`src/rtl/cam_dvp_source.sv`:
```
// OV7670-style DVP transmitter: emits pclk/vsync/href/data with RGB565 test patterns.
// All outputs are registered; frame timing advances only on pclk falling edges (ticks).
module cam_dvp_source #(
  parameter int unsigned H_ACTIVE      = 640,
  parameter int unsigned H_BLANK       = 144,
  parameter int unsigned V_ACTIVE      = 480,
  parameter int unsigned V_SYNC_LINES  = 3,
  parameter int unsigned V_BACK_LINES  = 17,
  parameter int unsigned V_FRONT_LINES = 10
) (
  input  logic        clk,
  input  logic        reset_n,
  input  logic        enable,
  input  logic [1:0]  pattern_sel,
  input  logic [15:0] solid_color,
  output logic        cam_pclk,
  output logic        cam_vsync,
  output logic        cam_href,
  output logic [7:0]  cam_data,
  output logic [15:0] frame_count,
  output logic        busy
);

  localparam int unsigned LineLen  = 2 * H_ACTIVE + H_BLANK;
  localparam int unsigned HW       = ($clog2(LineLen) > 8) ? $clog2(LineLen) : 8;
  localparam int unsigned BarPix   = H_ACTIVE / 8;
  localparam int unsigned ActBytes = 2 * H_ACTIVE;

  typedef enum logic [2:0] {StIdle, StVsync, StVback, StActive, StVfront} state_e;

  state_e        state_q, state_d;
  logic [HW-1:0] h_cnt_q, h_cnt_d;
  logic [15:0]   v_cnt_q, v_cnt_d;
  logic [2:0]    bar_idx_q, bar_idx_d;
  logic [15:0]   bar_pix_q, bar_pix_d;
  logic [1:0]    pat_q, pat_d;
  logic [15:0]   solid_q, solid_d;
  logic [15:0]   frame_count_q, frame_count_d;
  logic          phase_q;
  logic          vsync_q, vsync_d;
  logic          href_q, href_d;
  logic [7:0]    data_q, data_d;

  logic          tick;
  logic          line_end;
  logic          last_line;
  logic [15:0]   lines_m1;
  logic [15:0]   pix;

  function automatic logic [15:0] bar_color(input logic [2:0] idx);
    logic [15:0] c;
    c = 16'h0000;
    case (idx)
      3'd0: c = 16'hFFFF;
      3'd1: c = 16'hFFE0;
      3'd2: c = 16'h07FF;
      3'd3: c = 16'h07E0;
      3'd4: c = 16'hF81F;
      3'd5: c = 16'hF800;
      3'd6: c = 16'h001F;
      3'd7: c = 16'h0000;
      default: c = 16'h0000;
    endcase
    return c;
  endfunction

  always_comb begin
    lines_m1 = 16'd0;
    unique case (state_q)
      StVsync:  lines_m1 = 16'(V_SYNC_LINES - 1);
      StVback:  lines_m1 = 16'(V_BACK_LINES - 1);
      StActive: lines_m1 = 16'(V_ACTIVE - 1);
      StVfront: lines_m1 = 16'(V_FRONT_LINES - 1);
      default:  lines_m1 = 16'd0;
    endcase
  end

  assign tick      = phase_q;
  assign line_end  = (h_cnt_q == HW'(LineLen - 1));
  assign last_line = (v_cnt_q == lines_m1);

  always_comb begin
    state_d       = state_q;
    h_cnt_d       = h_cnt_q;
    v_cnt_d       = v_cnt_q;
    bar_idx_d     = bar_idx_q;
    bar_pix_d     = bar_pix_q;
    pat_d         = pat_q;
    solid_d       = solid_q;
    frame_count_d = frame_count_q;
    vsync_d       = vsync_q;
    href_d        = href_q;
    data_d        = data_q;
    pix           = 16'h0000;

    if (tick) begin
      if (state_q == StIdle) begin
        if (enable) begin
          state_d = StVsync;
          h_cnt_d = '0;
          v_cnt_d = '0;
          pat_d   = pattern_sel;
          solid_d = solid_color;
        end
      end else if (line_end) begin
        h_cnt_d = '0;
        if (last_line) begin
          v_cnt_d = '0;
          unique case (state_q)
            StVsync:  state_d = StVback;
            StVback:  state_d = StActive;
            StActive: state_d = StVfront;
            StVfront: begin
              frame_count_d = frame_count_q + 16'd1;
              if (enable) begin
                state_d = StVsync;
                pat_d   = pattern_sel;
                solid_d = solid_color;
              end else begin
                state_d = StIdle;
              end
            end
            default: state_d = StIdle;
          endcase
        end else begin
          v_cnt_d = v_cnt_q + 16'd1;
        end
      end else begin
        h_cnt_d = h_cnt_q + HW'(1);
      end

      // Bar position tracks h_cnt_d; advance one pixel every second byte.
      if (h_cnt_d == '0) begin
        bar_idx_d = '0;
        bar_pix_d = '0;
      end else if (h_cnt_q[0]) begin
        if (bar_pix_q == 16'(BarPix - 1)) begin
          bar_pix_d = '0;
          bar_idx_d = bar_idx_q + 3'd1;
        end else begin
          bar_pix_d = bar_pix_q + 16'd1;
        end
      end

      pix     = (pat_q == 2'd1) ? bar_color(bar_idx_d) : solid_q;
      vsync_d = (state_d == StVsync);
      href_d  = (state_d == StActive) && (h_cnt_d < HW'(ActBytes));
      if (!href_d) begin
        data_d = 8'h00;
      end else if (pat_q == 2'd1 || pat_q == 2'd2) begin
        data_d = h_cnt_d[0] ? pix[7:0] : pix[15:8];
      end else begin
        data_d = h_cnt_d[7:0];
      end
    end
  end

  always_ff @(posedge clk) begin
    if (!reset_n) begin
      state_q       <= StIdle;
      h_cnt_q       <= '0;
      v_cnt_q       <= '0;
      bar_idx_q     <= '0;
      bar_pix_q     <= '0;
      pat_q         <= '0;
      solid_q       <= '0;
      frame_count_q <= '0;
      phase_q       <= 1'b0;
      vsync_q       <= 1'b0;
      href_q        <= 1'b0;
      data_q        <= '0;
    end else begin
      state_q       <= state_d;
      h_cnt_q       <= h_cnt_d;
      v_cnt_q       <= v_cnt_d;
      bar_idx_q     <= bar_idx_d;
      bar_pix_q     <= bar_pix_d;
      pat_q         <= pat_d;
      solid_q       <= solid_d;
      frame_count_q <= frame_count_d;
      phase_q       <= ~phase_q;
      vsync_q       <= vsync_d;
      href_q        <= href_d;
      data_q        <= data_d;
    end
  end

  assign cam_pclk    = phase_q;
  assign cam_vsync   = vsync_q;
  assign cam_href    = href_q;
  assign cam_data    = data_q;
  assign frame_count = frame_count_q;
  assign busy        = (state_q != StIdle);

endmodule

```
`config.mk`:
```
export PLATFORM = sky130hd
export DESIGN_NAME = cam_dvp_source
export DESIGN_NICKNAME = d
export VERILOG_FILES = /design/src/rtl/cam_dvp_source.sv
export SDC_FILE = /design/constraint.sdc
export NUM_CORES = 1
export LEC_CHECK = 0
export BUFFER_PORTS_ARGS = -buffer_cell sky130_fd_sc_hd__buf_2
export CORE_MARGIN = 2
export CORE_UTILIZATION = 57
export DETAILED_ROUTE_END_ITERATION = 16
export PLACE_DENSITY = 0.81
export SYNTH_ARGS = -nofsm -noshare
export SYNTH_HDL_FRONTEND = slang
export SYNTH_SLANG_ARGS = --single-unit
```
`constraint.sdc`:
```
create_clock -name clk -period 3.2 [get_ports clk]
set_input_delay 0.16 -clock clk [delete_from_list [all_inputs] [get_ports clk]]
set_output_delay 0.16 -clock clk [all_outputs]
set_load 0.1 [all_outputs]
```
=== After elaboration in Yosys (flattened, before gate mapping) ===
Memory sizes are Yosys's and may differ from the RTL's.
Index checks and enable logic that the tools add are counted.

* Bits of input ports: 21
* Memory bits (writable): 0
* Bits in registers: 94
* Memory bits (read-only): 128
* Memories: 1
* Word-level logic and storage cells: 83
* Bits in latches: 0

* Multiplexer cells: 37
* Multipliers: 0
* $lt $le $gt $ge: 1
* Add/sub/neg operators: 5
* Bitwise gates (word level): 2
* Reductions and logical operators: 13
* Divide/modulo/power cells: 0
* Shift-type cells: 0
* Equality and inequality tests: 12

{| class="wikitable"
|+ Memory list
! memory !! words !! bits a word !! read ports !! clocked after memory_dff !! write ports !! RTL line !! RTL
|-
| (name not given) || 8 || 16 || 1 || 0 || 0 || 53 || <nowiki>case (idx)</nowiki>
|}

{| class="wikitable"
|+ Operators with widths
! operator !! number
|-
| $mux W16 || 13
|-
| $add A16 B1 Y16 const B || 3
|-
| $mux W11 || 4
|-
| $pmux W9 S4 || 1
|-
| $mux W3 || 9
|-
| $mux W8 || 3
|-
| $eq A16 B16 Y1 || 1
|-
| $eq A16 B7 Y1 const B || 1
|-
| $pmux W3 S4 || 1
|-
| $add A11 B1 Y11 const B || 1
|-
| $eq A11 B11 Y1 const B || 1
|-
| $logic_not A11 Y1 || 1
|-
| $lt A11 B11 Y1 const B || 1
|-
| $mux W2 || 5
|-
| $eq A3 B2 Y1 const B || 3
|-
| $reduce_bool A2 Y1 || 4
|-
| $eq A3 B1 Y1 const B || 2
|-
| $reduce_and A5 Y1 || 1
|-
| $reduce_and A4 Y1 || 1
|-
| $add A3 B1 Y3 const B || 1
|-
| $eq A3 B3 Y1 const B || 1
|-
| $logic_not A3 Y1 || 1
|-
| $reduce_and A3 Y1 || 1
|-
| $reduce_bool A3 Y1 || 1
|-
| other kinds (8) || 9
|}

=== Logic depth before layout (Yosys ltp) ===
Gate-level depths: netlist of the first run.
An unclocked memory read counts as a cell.

* Word-level depth: 12
* Gate-level depth with buffers: 13
* Mapped depth without buffers: 9

=== Worst setup path after synthesis of the first run ===
No wires, ideal clock.

* Path kind: register to register
* From: register phase_q, in the netlist cam_pclk
* To: register v_cnt_q[7]
* Cell stages (with the launch flop): 8
* Path slack: 173 ps
* Arrival: 2,957 ps
* Period minus slack after synthesis: 3,027 ps
* Library setup time: 70 ps
* Cells stage by stage: dfxtp_1 clkbuf_1 nand2_1 nor2_2 nand4_1 or2_2 or4b_1 a21oi_1

* Cells in the longest elaborated chain, start to end: 1

{| class="wikitable"
|+ RTL lines
! element !! RTL line !! RTL
|-
| from (decl) || 39 || <nowiki>logic phase_q;</nowiki>
|-
| from (signal assigned) || 181 || <nowiki>phase_q <= ~phase_q;</nowiki>
|-
| $reduce_and A3 Y1 (no source line) || n/a ||
|-
| to (signal assigned) || 175 || <nowiki>v_cnt_q <= v_cnt_d;</nowiki>
|-
| to (decl) || 33 || <nowiki>logic [15:0] v_cnt_q, v_cnt_d;</nowiki>
|}

No other way between the ends.
A chain may end at the register's enable or synchronous reset.

=== Worst setup path in the final report of the first run ===
* From: register v_cnt_q[12]
* To: register data_q[3], in the netlist cam_data[3]

* Cells in the longest elaborated chain, start to end: 8

{| class="wikitable"
|+ RTL lines
! element !! RTL line !! RTL
|-
| $eq A16 B16 Y1 || 80 || <nowiki>assign last_line = (v_cnt_q == lines_m1);</nowiki>
|-
| $mux W3 || 107 || <nowiki>if (last_line) begin</nowiki>
|-
| $mux W3 || 105 || <nowiki>end else if (line_end) begin</nowiki>
|-
| $mux W3 || 97 || <nowiki>if (state_q == StIdle) begin</nowiki>
|-
| $mux W3 || 96 || <nowiki>if (tick) begin</nowiki>
|-
| $eq A3 B2 Y1 || 147 || <nowiki>href_d = (state_d == StActive) && (h_cnt_d < HW'(ActBytes));</nowiki>
|-
| $logic_and A1 B1 Y1 || 147 ||
|-
| $mux W8 || 148 || <nowiki>if (!href_d) begin</nowiki>
|-
| to (signal assigned) || 184 || <nowiki>data_q <= data_d;</nowiki>
|-
| to (decl) || 42 || <nowiki>logic [7:0] data_q, data_d;</nowiki>
|}

No other way between the ends. The select of a mux whose other input is x is not followed.

==> impl_metrics.ini, run 1 <==
[global_routing]
overflow = 0
grt_pass1_wl_um = 20700
grt_pass1_vias = 4530
grt_start_max_net_pins = 33
grt_usage = 0.253
antenna_found_initial = 0

[floorplan]
rows = 34
die_h_um = 99.3
die_x_um = 99.3
pin_count = 49
die-area_um2 = 9860
initial_core_util = 0.591
core_um2 = 8760

[clock_tree]
cts_tree = yes
clk_latency_ns = 0.39
cts_buffers = 9
clockRootBuffer = clkbuf_8
clock_sinks = 94
htree_levels = 3
clockBufferDepth = 2
clk_pin_slew_ns = 0.11

[sta]
hold_viol_final = 0
setup_slack_ns = 0.185
drv_slew = 0
timing.slew.headroom = 0.647
fin_setup_tns_ns = 0
max_freq_mhz = 332
fin_crit_ns = 3.01
fin_crit_sh = 0.942
skew_ns = 0.0123
rsz0062_at_grt = no
setup_viol = 0
worstMarginPinSlew_ns = 0.529

[hold_path]
holdCritPathClass = in -> reg
worstHoldPathCells = 3

[layout]
syn_to_final_growth_pct = 12.8
seqCellArea_um2 = 1880
num_antenna_cells = 0
multi_input_area_um2 = 3140
fillCellCount = 746
post-route-util = 0.666
instances_no_fill = 804
fin_area_um2 = 5840
drive_above_1_share = 0.161
nets = 718

[yosys]
synth_cell_types = 62
ys_ff_latch = 94
syn_nets = 667
syn_inst = 640
synth_flop_cell = dfxtp_1
synth_area_um2 = 5180
syn_area_per_cell_um2 = 8.09
synth-async-reset-ratio = 0
yosysWarnings = 0
synth_edf_count = 0
yosysSeqAreaShare = 0.363

[power_and_ir_drop]
pwr_density_cell_nw_per_um2 = 386
p_comb_frac = 0.120
ir_drop_uv = 234
p_leak_nw = 2.34
switchingPower_uw = 666
switching_share = 0.295
intPower_mw = 1.59
power.share.clock = 0.348
power_frac_seq = 0.532

[worst_setup_path]
crit_arrival_ns = 3.31
path_cells = or4_1, a211oi_1, o211a_1, nand3_1, mux2_2, a221oi_2, nand2_1, o31ai_1
rr_worst_depth = 8
critPathCaptureType = flop
path_max_fanout = 7
crit_slowest_cell = or4_1
crit_type = reg -> reg
cp-start-kind = flop
crit_required_ns = 3.49
critPathMaxStageDelay_ns = 0.55

[routing]
vias_per_cell = 6.02
vias = 4838
drtAntennaViolNets = 0
drt_iter0_drc = 296
drt_pass1_iterations = 5
drc = 0
wl_um = 12200
routedWlPerCell_um = 15.1

[flow_run]
max_cap_viol_count = 0

[status]
status = finished, final reports clean

[placed_design]
dp_cells = 788
port_buffers = 48
dpl_cell_area_um2 = 5630
place_hpwl_um = 8640
dp_slack_ns = 0.0757
gp_congestion = 0.937
==> critical path: cells and delay by family, from the launching register on <==
kind / cells / cell delay [ns]
multiplexers: 1 / 0.34
flip-flops: 1 / 0.37
AND/OR/NAND/NOR: 3 / 0.99
AO/OA/AOI/OAI: 4 / 1.23
==> timing repair <==
action / 4_1_cts / 5_1_grt
gates resized for setup: 0 / 4
buffers inserted: 0 / 0
setup endpoints to repair: 0 / 14
hold buffers: 0 / 0
==> placed cells by master (no fill, tap or decap), types with 3 or more instances in the layout <==
cell / count
ha_1: 6
buf_2: 48
o31ai_1: 10
dfxtp_1: 94
or3_1: 19
xnor2_1: 15
and2_1: 17
nor2b_1: 27
xor2_1: 8
mux2i_1: 30
nand2_1: 74
o21ai_0: 45
a21o_1: 3
mux2_2: 4
a21boi_0: 14
clkbuf_8: 9
or4_1: 11
o211a_1: 3
nor2_1: 38
and3_1: 14
a31oi_1: 7
a21oi_1: 39
nand3_1: 33
nor3b_1: 3
nand4_1: 17
inv_1: 10
a32oi_1: 3
clkinv_4: 3
nor4_1: 8
buf_4: 26
nand2b_1: 4
o21a_1: 3
nor3_1: 6
==> per-stage QoR <==
| step | power, mW | hold WS (ns) |
|---|---|---|
| final | 2.25 | 0.0232 |
| after detailed placement | 1.49 | 0.426 |
| after CTS | 2.27 | 0.0133 |
| after global placement | 1.48 | 0.411 |
| after floorplan | 1.41 | 0.326 |
| after global routing | 2.34 | 0.0285 |
==> path summary, 6_finish.rpt <==
check | startpoint | to | slack [ns]
setup reg to reg | v_cnt_q[12] | cam_data[3] | 0.19
setup / recovery | v_cnt_q[12] | cam_data[3] | 0.19
hold / removal | solid_color[7] | solid_q[7] | 0.02
hold reg to reg | cam_data[2] | cam_data[2] | 0.46
==> state kept, by name (all words and copies together) (netlist names) <==
signal       count
v_cnt_q         16
pat_q            2
cam_href         1
bar_idx_q        3
solid_q         16
h_cnt_q         11
frame_count     16
cam_pclk         1
cam_vsync        1
bar_pix_q       16
state_q          3
cam_data         8
==> layout make-up <==
class	count	share of cell area
multi-input cells	500	0.537
repair buffers	75	0.0780
flip-flops and latches	94	0.322
well taps	108	0.0231
clock buffers	9	0.0212
clock inverters	7	0.0114
inverters	11	0.00707
==> power groups by stage <==
stage | Sequential [mW] | Clock (mW) | Combinational [mW]
6_report | 1.20 | 0.785 | 0.271
5_1_grt | 1.20 | 0.841 | 0.295
4_1_cts | 1.20 | 0.802 | 0.265
3_5_place_dp | 1.23 | 0 | 0.265
3_3_place_gp | 1.22 | 0 | 0.259
2_1_floorplan | 1.23 | 0 | 0.171
==> logic make-up after synthesis <==
logic type,after synthesis,share of synthesized area
compound gates,146,0.176
xor+xnor,23,0.0389
fa+ha+maj,6,0.0145
buf+inv,46,0.0355
flops,94,0.363
mux,34,0.0667
simple gates,291,0.304
==> cell usage after synthesis (all sizes together) (2+ instances only) <==
master  count  area (um^2)
buf        11         52.6
and2       17          106
o21a        3         22.5
nor4        9         62.6
nor3b       3         22.5
a221oi      2         23.8
a32oi       3         26.3
a21oi      40          204
or3        19          119
o31a        2         17.5
inv        11         41.3
nor2b      27          169
a31oi       7         43.8
o31ai      10         75.1
nand2      74          278
nor2       40          153
mux2i      30          300
dfxtp      94         1880
and3       14         87.6
and3b       2         17.5
xnor2      15          131
xor2        8         70.1
nand3      34          175
or4        11         82.6
o211a       3         30.0
nor3        8         56.3
or2         2         12.5
a31o        2         17.5
a21boi     16          120
nor4b       2         23.8
nor4bb      2         20.0
a21o        3         22.5
nand2b      4         25.0
o21ai      45          225
nand4      19          131
and4        2         17.5
o311ai      2         17.5
mux2        4         45.0
ha          6         75.1
clkbuf     24         90.1
==> metal layers <==
| layer | routed length (um) | share of wire | track usage | up-vias |
|---|---|---|---|---|
| met5 | 0 | 0 | 0 | - |
| li1 | - | - | - | 2420 |
| met4 | 177 | 0.015 | 0.0653 | 0 |
| met3 | 580 | 0.048 | 0.0555 | 16 |
| met1 | 5680 | 0.47 | 0.347 | 2275 |
| met2 | 5730 | 0.47 | 0.407 | 127 |
No activity file was read; power rests on OpenSTA's default activity.
==> inputs of run 2 (changes only) <==
--- a/config.mk
+++ b/config.mk
@@ -6,7 +6,7 @@
 export NUM_CORES = 1
 export LEC_CHECK = 0
 export BUFFER_PORTS_ARGS = -buffer_cell sky130_fd_sc_hd__buf_2
-export CORE_MARGIN = 2
+export CORE_MARGIN = 1
 export CORE_UTILIZATION = 57
 export DETAILED_ROUTE_END_ITERATION = 16
 export PLACE_DENSITY = 0.81
==> impl_metrics.ini, run 2 (synthesis gave the netlist of run 1 again) <==
[global_routing]
antenna_found_initial = 0
grt_pass1_vias = 4614
overflow = 0
grt_start_max_net_pins = 32
grt_pass1_wl_um = 20700
grt_usage = 0.261

[worst_setup_path]
crit_slowest_cell = or4_1
cp-startpoint = h_cnt_q[7]
critPathCaptureType = flop
r2r_setup_slack_ns = 0.20
r2r-start = h_cnt_q[7]
crit_buf_inv = 1
path_cells = nand2_1, or4_1, nand3_1, nand3_1, nor4bb_2, a31oi_1, buf_12, or4_1, a21oi_1
critPathMaxStageDelay_ns = 0.62
critPathTopFamily = simple AND/OR/NAND/NOR gates
path_max_fanout = 20
cp-start-kind = flop
crit_type = reg -> reg
crit_arrival_ns = 3.31
crit_required_ns = 3.51

[layout]
instances_no_fill = 806
final_common_cell = dfxtp_1
drive_above_1_share = 0.162
fillCellCount = 755
post-route-util = 0.668
syn_to_final_growth_pct = 13.1
num_antenna_cells = 0
nets = 720
mostFrequentLayoutCells = 94 x dfxtp_1, 74 x nand2_1, 48 x buf_2

[hold_path]
hold_start = solid_color[12]
holdCritPathClass = in -> reg

[floorplan]
die_h_um = 97.3
pin_count = 49
die_x_um = 97.3
core_um2 = 8760
rows = 34
initial_core_util = 0.591
die-area_um2 = 9470

[routing]
drt_iter0_drc = 285
routedWlPerCell_um = 15.3
drtAntennaViolNets = 0
wl_um = 12400
drt_pass1_iterations = 5
vias = 4903
drc = 0
vias_per_cell = 6.08

[sta]
fin_crit_sh = 0.938
max_freq_mhz = 333
skew_ns = 0.0110
fin_setup_tns_ns = 0
setup_viol = 0
fin_crit_ns = 3.00
drv_slew = 0
rsz0062_at_grt = no
timing.slew.headroom = 0.507
worstMarginPinSlew_ns = 0.733
hold_viol_final = 0
whs_ns = 0.0341

[placed_design]
dp_cells = 790
place_hpwl_um = 8810
port_buffers = 48
gp_congestion = 0.969

[clock_tree]
clk_latency_ns = 0.37
clock_sinks = 94
clockBufferDepth = 2
clk_pin_slew_ns = 0.10
post_cts_buffers = 0
htree_levels = 3
cts_tree = yes
cts_buffers = 9
clockRootBuffer = clkbuf_8

[power_and_ir_drop]
pwr_density_cell_nw_per_um2 = 389
finalPower_mw = 2.28
ir_drop_uv = 253
p_leak_nw = 2.34

[status]
status = finished, final reports clean

[flow_run]
max_cap_viol_count = 0
## run 2: changes by cell type in the layout (fill, tap and decap cells not counted)
cell	delta
a221oi_4	+1
nor4b_2	+1
nor3_4	-1
buf_4	+2
clkinv_2	+1
nor4b_4	-1
clkbuf_1	+1
inv_8	-2
a221oi_2	-1
bufinv_16	+1
nor3_2	+1
clkinv_4	-1
## run 2: final cells by class
type                       count  area (um^2)  share of cell area
clock buffer                  10          128              0.0218
clock inverter                 6         70.1              0.0120
inverter                      11         41.3             0.00705
multi-input combinational    500         3130               0.535
sequential                    94         1880               0.321
tap                          108          135              0.0231
timing repair buffer          77          470              0.0803
## run 2: worst paths after layout
check | to | depth (start not counted)
setup / recovery | bar_pix_q[7] | 9
hold / removal | solid_q[12] | 3
setup reg to reg | bar_pix_q[7] | 9
hold reg to reg | cam_data[0] | 2
## run 2: stage by stage
stage	setup slack, ns	cell area (um^2)
final	0.199	5860
after global routing	0.0373	5860
after CTS	0.0657	5840
after detailed placement	0.168	5640
after global placement	0.239	5640
after floorplan	0.173	5180
## run 2: what timing repair did
item	4_1_cts	5_1_grt
hold buffers	0	0
gates resized for setup	0	3
endpoints found under the setup margin	0	17
## run 2: report_power, final
part	internal (mW)	total [mW]	switching (mW)
clock	0.369	0.812	0.443
sequential	1.19	1.20	0.0122
combinational	0.102	0.271	0.169
## run 2: per-layer routing
metal,up-vias,GRT usage,routed length (um)
met2,165,0.426,5750
met3,35,0.0453,751
met1,2276,0.344,5590
met5,-,0,0
li1,2427,-,-
met4,0,0.104,276
## run 2: worst register-to-register path, cell delays in order, from the launching register on
cell and delay [ns]:
dfxtp_1 0.47, nand2_1 0.15, or4_1 0.62, nand3_1 0.12, nand3_1 0.16, nor4bb_2 0.39
a31oi_1 0.20, buf_12 0.20, or4_1 0.50, a21oi_1 0.14
